<file path="src/rtl/fust_s_retire_pkg.sv">
// Shared scalar-pipeline types: FU encoding, FU status row, retire request.
// Bypass of incoming completions is enabled with FUST_S_RETIRE_BYPASS_EN.
package fust_s_retire_pkg;

  localparam int NUM_FU_S  = 3;
  localparam int FU_S_W    = 2;
  localparam int REG_IDX_W = 5;
  localparam int XLEN      = 32;

  typedef logic [REG_IDX_W-1:0] regbits_t;
  typedef logic [XLEN-1:0]      word;

  typedef enum logic [FU_S_W-1:0] {
    FU_ALU    = 2'd0,
    FU_LD_ST  = 2'd1,
    FU_BRANCH = 2'd2
  } fu_scalar;

  // One row of the scalar FU status table; t1/t2 name the FU producing each source.
  typedef struct packed {
    logic     busy;
    regbits_t rd;
    regbits_t rs1;
    regbits_t rs2;
    logic     t1_valid;
    fu_scalar t1;
    logic     t2_valid;
    fu_scalar t2;
  } fust_s_t;

  typedef struct packed {
    logic     wen;
    regbits_t rd;
    word      data;
  } retire_req_t;

  function automatic logic rf_write_en(input retire_req_t r);
    return r.wen && (r.rd != '0);
  endfunction

endpackage

</file>
<file path="src/rtl/fust_s_retire_if.sv">
// Completion, register-file write and FUST release signals of the retire unit.
// slave: the retire unit; master: the FUs / register file / FUST side.
interface fust_s_retire_if
  import fust_s_retire_pkg::*;
#(
  parameter int NUM_FU = NUM_FU_S,
  parameter int WORD_W = XLEN,
  parameter int REG_W  = REG_IDX_W,
  parameter int FU_W   = FU_S_W
);

  logic [NUM_FU-1:0]             done_valid;
  logic [NUM_FU-1:0]             done_ready;
  logic [NUM_FU-1:0]             done_wen;
  logic [NUM_FU-1:0][REG_W-1:0]  done_rd;
  logic [NUM_FU-1:0][WORD_W-1:0] done_data;

  logic                          rf_wen;
  logic [REG_W-1:0]              rf_waddr;
  logic [WORD_W-1:0]             rf_wdata;

  logic                          clr_valid;
  logic [FU_W-1:0]               clr_fu;
  logic [NUM_FU-1:0]             pending;

  modport slave (
    input  done_valid, done_wen, done_rd, done_data,
    output done_ready, rf_wen, rf_waddr, rf_wdata, clr_valid, clr_fu, pending
  );

  modport master (
    output done_valid, done_wen, done_rd, done_data,
    input  done_ready, rf_wen, rf_waddr, rf_wdata, clr_valid, clr_fu, pending
  );

endinterface

</file>
<file path="src/rtl/fust_s_retire_rr_arbiter.sv">
// Round-robin arbiter: first requester at or after the pointer wins; the
// pointer moves past the winner only when the grant is consumed (i_advance).
module fust_s_retire_rr_arbiter #(
  parameter int N     = 3,
  parameter int IDX_W = (N > 1) ? $clog2(N) : 1
) (
  input  logic             i_clk,
  input  logic             i_rst_n,
  input  logic [N-1:0]     i_req,
  input  logic             i_advance,
  output logic [N-1:0]     o_grant,
  output logic [IDX_W-1:0] o_idx,
  output logic             o_valid
);

  logic [IDX_W-1:0] r_ptr;
  logic [N-1:0]     w_grant;
  logic [IDX_W-1:0] w_idx;
  logic             w_valid;

  function automatic logic [IDX_W-1:0] f_wrap(input logic [IDX_W-1:0] base,
                                              input int unsigned        off);
    int unsigned s;
    s = 32'(base) + off;
    if (s >= N) s = s - N;
    return s[IDX_W-1:0];
  endfunction

  always_comb begin
    w_grant = '0;
    w_idx   = '0;
    w_valid = 1'b0;
    for (int k = 0; k < N; k++) begin
      logic [IDX_W-1:0] cand;
      cand = f_wrap(r_ptr, k);
      if (!w_valid && i_req[cand]) begin
        w_valid = 1'b1;
        w_idx   = cand;
      end
    end
    if (w_valid) w_grant[w_idx] = 1'b1;
  end

  always_ff @(posedge i_clk or negedge i_rst_n) begin
    if (!i_rst_n) begin
      r_ptr <= '0;
    end else if (i_advance && w_valid) begin
      r_ptr <= f_wrap(w_idx, 1);
    end
  end

  assign o_grant = w_grant;
  assign o_idx   = w_idx;
  assign o_valid = w_valid;

endmodule

</file>
<file path="src/rtl/fust_s_retire.sv">
// Scalar retire/writeback: one result buffer per FU, one round-robin retirement
// per cycle. Define FUST_S_RETIRE_BYPASS_EN to let empty-buffer arrivals retire at once.
module fust_s_retire
  import fust_s_retire_pkg::*;
#(
  parameter int NUM_FU = NUM_FU_S,
  parameter int WORD_W = XLEN,
  parameter int REG_W  = REG_IDX_W
) (
  input logic            CLK,
  input logic            nRST,
  fust_s_retire_if.slave bus
);

  localparam int IDX_W = (NUM_FU > 1) ? $clog2(NUM_FU) : 1;

  logic [NUM_FU-1:0]             r_buf_valid;
  logic [NUM_FU-1:0]             r_buf_wen;
  logic [NUM_FU-1:0][REG_W-1:0]  r_buf_rd;
  logic [NUM_FU-1:0][WORD_W-1:0] r_buf_data;

  logic [NUM_FU-1:0] w_req;
  logic [NUM_FU-1:0] w_grant;
  logic [IDX_W-1:0]  w_idx;
  logic              w_valid;
  logic [NUM_FU-1:0] w_ready;
  logic [NUM_FU-1:0] w_xfer;
  logic [NUM_FU-1:0] w_bypass;

  logic              w_sel_wen;
  logic [REG_W-1:0]  w_sel_rd;
  logic [WORD_W-1:0] w_sel_data;

`ifdef FUST_S_RETIRE_BYPASS_EN
  assign w_req    = r_buf_valid | bus.done_valid;
  // A granted arrival into an empty buffer retires directly and is never stored.
  assign w_bypass = w_grant & ~r_buf_valid;
`else
  assign w_req    = r_buf_valid;
  assign w_bypass = '0;
`endif

  fust_s_retire_rr_arbiter #(
    .N     (NUM_FU),
    .IDX_W (IDX_W)
  ) u_arb (
    .i_clk     (CLK),
    .i_rst_n   (nRST),
    .i_req     (w_req),
    .i_advance (1'b1),
    .o_grant   (w_grant),
    .o_idx     (w_idx),
    .o_valid   (w_valid)
  );

  assign w_ready = ~r_buf_valid | w_grant;
  assign w_xfer  = bus.done_valid & w_ready;

  always_comb begin
    w_sel_wen  = r_buf_wen[w_idx];
    w_sel_rd   = r_buf_rd[w_idx];
    w_sel_data = r_buf_data[w_idx];
`ifdef FUST_S_RETIRE_BYPASS_EN
    if (!r_buf_valid[w_idx]) begin
      w_sel_wen  = bus.done_wen[w_idx];
      w_sel_rd   = bus.done_rd[w_idx];
      w_sel_data = bus.done_data[w_idx];
    end
`endif
  end

  // x0 writes are dropped but the FUST row is still released.
  always_comb begin
    bus.rf_wen    = 1'b0;
    bus.rf_waddr  = '0;
    bus.rf_wdata  = '0;
    bus.clr_valid = 1'b0;
    bus.clr_fu    = '0;
    if (w_valid) begin
      bus.rf_wen    = w_sel_wen && (w_sel_rd != '0);
      bus.rf_waddr  = w_sel_rd;
      bus.rf_wdata  = w_sel_data;
      bus.clr_valid = 1'b1;
      bus.clr_fu    = w_idx;
    end
  end

  always_ff @(posedge CLK or negedge nRST) begin
    if (!nRST) begin
      r_buf_valid <= '0;
      r_buf_wen   <= '0;
      r_buf_rd    <= '0;
      r_buf_data  <= '0;
    end else begin
      for (int i = 0; i < NUM_FU; i++) begin
        if (w_xfer[i] && !w_bypass[i]) begin
          r_buf_valid[i] <= 1'b1;
          r_buf_wen[i]   <= bus.done_wen[i];
          r_buf_rd[i]    <= bus.done_rd[i];
          r_buf_data[i]  <= bus.done_data[i];
        end else if (w_grant[i]) begin
          r_buf_valid[i] <= 1'b0;
        end
      end
    end
  end

  assign bus.done_ready = w_ready;
  assign bus.pending    = r_buf_valid;

endmodule

</file>
<file path="src/flat_wrapper.sv">
// flat-port wrapper written by rule: the top's interface ports become plain ports
module fust_s_retire_flat import fust_s_retire_pkg::*;
#(
  parameter int NUM_FU = NUM_FU_S,
  parameter int WORD_W = XLEN,
  parameter int REG_W  = REG_IDX_W
)
  (CLK, nRST, bus_done_valid, bus_done_wen, bus_done_rd, bus_done_data, bus_done_ready, bus_rf_wen, bus_rf_waddr, bus_rf_wdata, bus_clr_valid, bus_clr_fu, bus_pending);
  fust_s_retire_if #(.NUM_FU(NUM_FU), .WORD_W(WORD_W), .REG_W(REG_W), .FU_W(2)) bus_i ();
  input logic CLK;
  input logic nRST;
  input wire logic [$bits(bus_i.done_valid)-1:0] bus_done_valid;
  input wire logic [$bits(bus_i.done_wen)-1:0] bus_done_wen;
  input wire logic [$bits(bus_i.done_rd)-1:0] bus_done_rd;
  input wire logic [$bits(bus_i.done_data)-1:0] bus_done_data;
  output wire logic [$bits(bus_i.done_ready)-1:0] bus_done_ready;
  output wire logic [$bits(bus_i.rf_wen)-1:0] bus_rf_wen;
  output wire logic [$bits(bus_i.rf_waddr)-1:0] bus_rf_waddr;
  output wire logic [$bits(bus_i.rf_wdata)-1:0] bus_rf_wdata;
  output wire logic [$bits(bus_i.clr_valid)-1:0] bus_clr_valid;
  output wire logic [$bits(bus_i.clr_fu)-1:0] bus_clr_fu;
  output wire logic [$bits(bus_i.pending)-1:0] bus_pending;
  assign bus_i.done_valid = bus_done_valid;
  assign bus_i.done_wen = bus_done_wen;
  assign bus_i.done_rd = bus_done_rd;
  assign bus_i.done_data = bus_done_data;
  assign bus_done_ready = bus_i.done_ready;
  assign bus_rf_wen = bus_i.rf_wen;
  assign bus_rf_waddr = bus_i.rf_waddr;
  assign bus_rf_wdata = bus_i.rf_wdata;
  assign bus_clr_valid = bus_i.clr_valid;
  assign bus_clr_fu = bus_i.clr_fu;
  assign bus_pending = bus_i.pending;
  fust_s_retire #(.NUM_FU(NUM_FU), .WORD_W(WORD_W), .REG_W(REG_W)) u_core (.CLK(CLK), .nRST(nRST), .bus(bus_i));
endmodule
</file>
<file path="config.mk">
export PLATFORM = sky130hd
export DESIGN_NAME = fust_s_retire_flat
export DESIGN_NICKNAME = d
export VERILOG_FILES = /design/src/rtl/fust_s_retire_pkg.sv /design/src/rtl/fust_s_retire_if.sv /design/src/rtl/fust_s_retire_rr_arbiter.sv /design/src/rtl/fust_s_retire.sv /design/src/flat_wrapper.sv
export SDC_FILE = /design/constraint.sdc
export NUM_CORES = 1
export LEC_CHECK = 0
export BUFFER_PORTS_ARGS = -buffer_cell sky130_fd_sc_hd__buf_2
export CORE_ASPECT_RATIO = 1.1
export CORE_MARGIN = 10
export CORE_UTILIZATION = 35
export CTS_BUF_LIST = sky130_fd_sc_hd__clkbuf_4 sky130_fd_sc_hd__clkbuf_8
export CTS_CLUSTER_DIAMETER = 30
export CTS_CLUSTER_SIZE = 24
export DETAILED_ROUTE_END_ITERATION = 7
export HOLD_SLACK_MARGIN = 0.06
export PLACE_DENSITY_LB_ADDON = 0.08
export SYNTH_ARGS = -nofsm -noshare
export SYNTH_HDL_FRONTEND = slang
export SYNTH_HIERARCHICAL = 1
export SYNTH_SLANG_ARGS = --single-unit
</file>
<file path="constraint.sdc">
create_clock -name CLK -period 5.39 [get_ports CLK]
set_input_delay 0.539 -clock CLK [delete_from_list [all_inputs] [get_ports CLK]]
set_output_delay 0.539 -clock CLK [all_outputs]
set_load 0.02 [all_outputs]
</file>
==> flow_summary_export.csv <==
group,metric,value,unit
outcome,status,"complete, no violations",
sta,hold_violations,0,
yosys,async_flop_share,100,%
drt,wl_per_cell,19.1,um
layout,finalInstanceArea,7170,sq um
drt,met3_length,1040,um
global_route,antenna_found_initial,0,
drt,dr.pass1.iters,4,
drt,wl_met2,8300,um
floorplanning,dieWidth,142,um
clock_network,cts_buffers,17,
yosys,synth_compound_area_share,5.64,%
drt,drt-total-wl,16000,um
drt,drcViolationCount,0,
clock_network,cts_tree,"built",
floorplanning,die_h,155,um
yosys,ys.flop_type,"dfrtp_1",
yosys,synth-simple-area-share,8.69,%
sta,worst_slew_pin_slew,1120,ps
clock_network,insertion_delay,420,ps
placement,placed_cell_area,6780,sq um
floorplanning,coreArea,16200,sq um
sta,fmax,0.215,GHz
layout,fill_cells,1598,
layout,area_growth,24.2,%
layout,final_cells,840,
yosys,synthAdderAreaFrac,1.52,%
worst_setup_path,arrival,4120,ps
drt,viasPerCell,4.88,
clock_network,ctsResizeCount,0,
clock_network,clk_pin_slew_worst_paths,70,ps
yosys,syn-cell-area,5770,sq um
worst_setup_path,crit_fanout,25,
placement,place.gp.congestion,0.768,
floorplanning,rows,49,
drt,drt_iter0_drc,165,
drt,ant_nets,0,
yosys,synth_top_family_by_area,"multiplexers",
yosys,seq_area_frac_synth,51.6,%
global_route,grt_pass1_vias,4583,
placement,portBuffers,165,
sta,rsz0062_at_grt,"no",
layout,drive_above_1_share,51.7,%
sta,setup_viol,0,
layout,n_antenna_cell,0,
global_route,grt_use_total,14.8,%
global_route,grt_max_degree,65,
yosys,syn_nets,588,
sta,post-route-min-period,4660,ps
sta,maxSlewViolCount,0,
yosys,synth_edf_count,0,
clock_network,cts_sinks,119,
yosys,synth_seq_cells,119,
drt,met1_length,6570,um
clock_network,cts_setup_buffers,0,
layout,nNetsFinal,750,
clock_network,root_buffer,"clkbuf_8",
sta,fin_skew,11.3,ps
drt,dr_total_vias,4095,
clock_network,clockBufferDepth,2,
worst_setup_path,critPathKind,"reg -> out",
yosys,avgSynthCellArea,12.5,sq um
sta,slew_headroom,25.1,%
worst_setup_path,required,4850,ps
yosys,muxShareOfSynthArea,29.8,%
floorplanning,start_util,35.5,%
worst_setup_path,startpoint_type,"register",
yosys,synth.distinct_cells,34,
global_route,grt_overflow_total,0,
worst_hold_path,hold_path_class,"in -> async",
sta,worst_slack,732,ps
run,cap_violations,0,
clock_network,cts_hold_buf,0,
drt,top_layer_used,"met4",
placement,dp_cells,809,
floorplanning,die_area,22000,sq um
clock_network,htree_levels,4,
yosys,syn_inst,462,
yosys,ys_warn_count,6,
placement,pre_cts_slack,1160,ps
yosys,synthXorXnorAreaFrac,0,%
global_route,grt_pass1_wl,25400,um
floorplanning,io_pins,166,
worst_setup_path,critPathCaptureType,"primary output",
sta,finalSetupTns,0,ps
sta,period_share,86.4,%
placement,hpwl,11500,um
## layer usage
| layer | vias to the layer above | track usage [%] |
|---|---|---|
| li1 | 1939 | - |
| met5 | - | 0 |
| met4 | 0 | 4.10 |
| met3 | 8 | 5.42 |
| met2 | 107 | 25.1 |
| met1 | 2041 | 17.0 |
## state kept, by name (all words and copies together), names as in the netlist
name,count
u_core/r_buf_data,96
u_core/r_buf_wen,3
u_core/r_buf_rd,15
u_core/bus.pending,3
u_core/u_arb/r_ptr,2
## critical path, stage by stage, from the launching register on
cell	delay, ps
dfrtp_1	370
inv_1	80
ha_1	450
nand3b_1	130
o21ai_1	240
o32a_1	250
o22a_2	750
nor2b_4	300
o2bb2ai_1	210
or4_1	540
o211a_1	220
buf_2	160
## path summary, 6_finish.rpt
kind / start / endpoint / slack [ps] / depth (start not counted)
max: u_core/u_arb/r_ptr[0]$_DFFE_PN0P_ / bus_rf_wen / 730 / 11
min: nRST / u_core/r_buf_data[14]$_DFFE_PN0P_ / 160 / 1
max reg2reg: u_core/u_arb/r_ptr[0]$_DFFE_PN0P_ / u_core/r_buf_data[81]$_DFFE_PN0P_ / 1300 / 12
min reg2reg: u_core/r_buf_data[12]$_DFFE_PN0P_ / u_core/r_buf_data[12]$_DFFE_PN0P_ / 510 / 1
max in group asynchronous: nRST / u_core/r_buf_rd[5]$_DFFE_PN0P_ / 3870 / 2
min in group CLK: bus_done_valid[2] / u_core/bus.pending[2]$_DFFE_PN0P_ / 330 / 2
## placed cells by master, fill, tap and decap left out, drive strengths merged
master	n
a21oi	1
a32o	1
a32oi	1
and2	39
and3	1
buf	171
bufinv	2
clkbuf	22
clkinv	5
clkinvlp	2
conb	1
dfrtp	119
ha	7
inv	5
mux2	115
mux2i	42
nand2	37
nand2b	6
nand3b	3
nor2b	5
nor3	1
o211a	1
o21ai	38
o22a	1
o22ai	2
o2bb2ai	4
o31ai	1
o32a	1
or2	1
or4	1
## synthesized netlist by cell type, types with 2 or more instances
| cell | count | share of area [%] |
|---|---|---|
| inv_1 | 5 | 0.33 |
| mux2_2 | 114 | 22 |
| o2bb2ai_1 | 3 | 0.46 |
| o22ai_1 | 2 | 0.22 |
| o21ai_2 | 2 | 0.30 |
| nand3b_1 | 3 | 0.39 |
| ha_1 | 7 | 1.5 |
| clkbuf_1 | 14 | 0.91 |
| and2_1 | 39 | 4.2 |
| nand2b_1 | 6 | 0.65 |
| mux2i_1 | 41 | 7.1 |
| dfrtp_1 | 119 | 52 |
| nor2b_1 | 4 | 0.43 |
| buf_2 | 12 | 1.0 |
| nand2_1 | 37 | 2.4 |
| buf_6 | 2 | 0.39 |
| o21ai_0 | 35 | 3.0 |
## layout make-up
cell class	count	area, sq um	share of cell area, %
flip-flops and latches	119	2980	41.5
multi-input cells	310	2660	37.0
repair buffers	171	873	12.2
clock buffers	22	290	4.05
well taps	204	255	3.56
clock inverters	9	100	1.40
inverters	5	18.8	0.262
## cell families after synthesis
kind of cell	after synthesis
muxes	157
DFF	119
and+or+nand+nor	94
AOI/OAI and AO/OA	51
buffers and inverters	33
adders and majority gates	7
other	1
## per-stage QoR
step                util [%]  hold WS (ps)
detailed placement      41.7           493
floorplan                  -           243
global route            44.1           174
CTS                     44.1           158
global placement        41.7           487
finish                  44.1           160
Power is not shown: default switching activity piles up to over one toggle a cycle in this logic, so the estimate is an artifact.
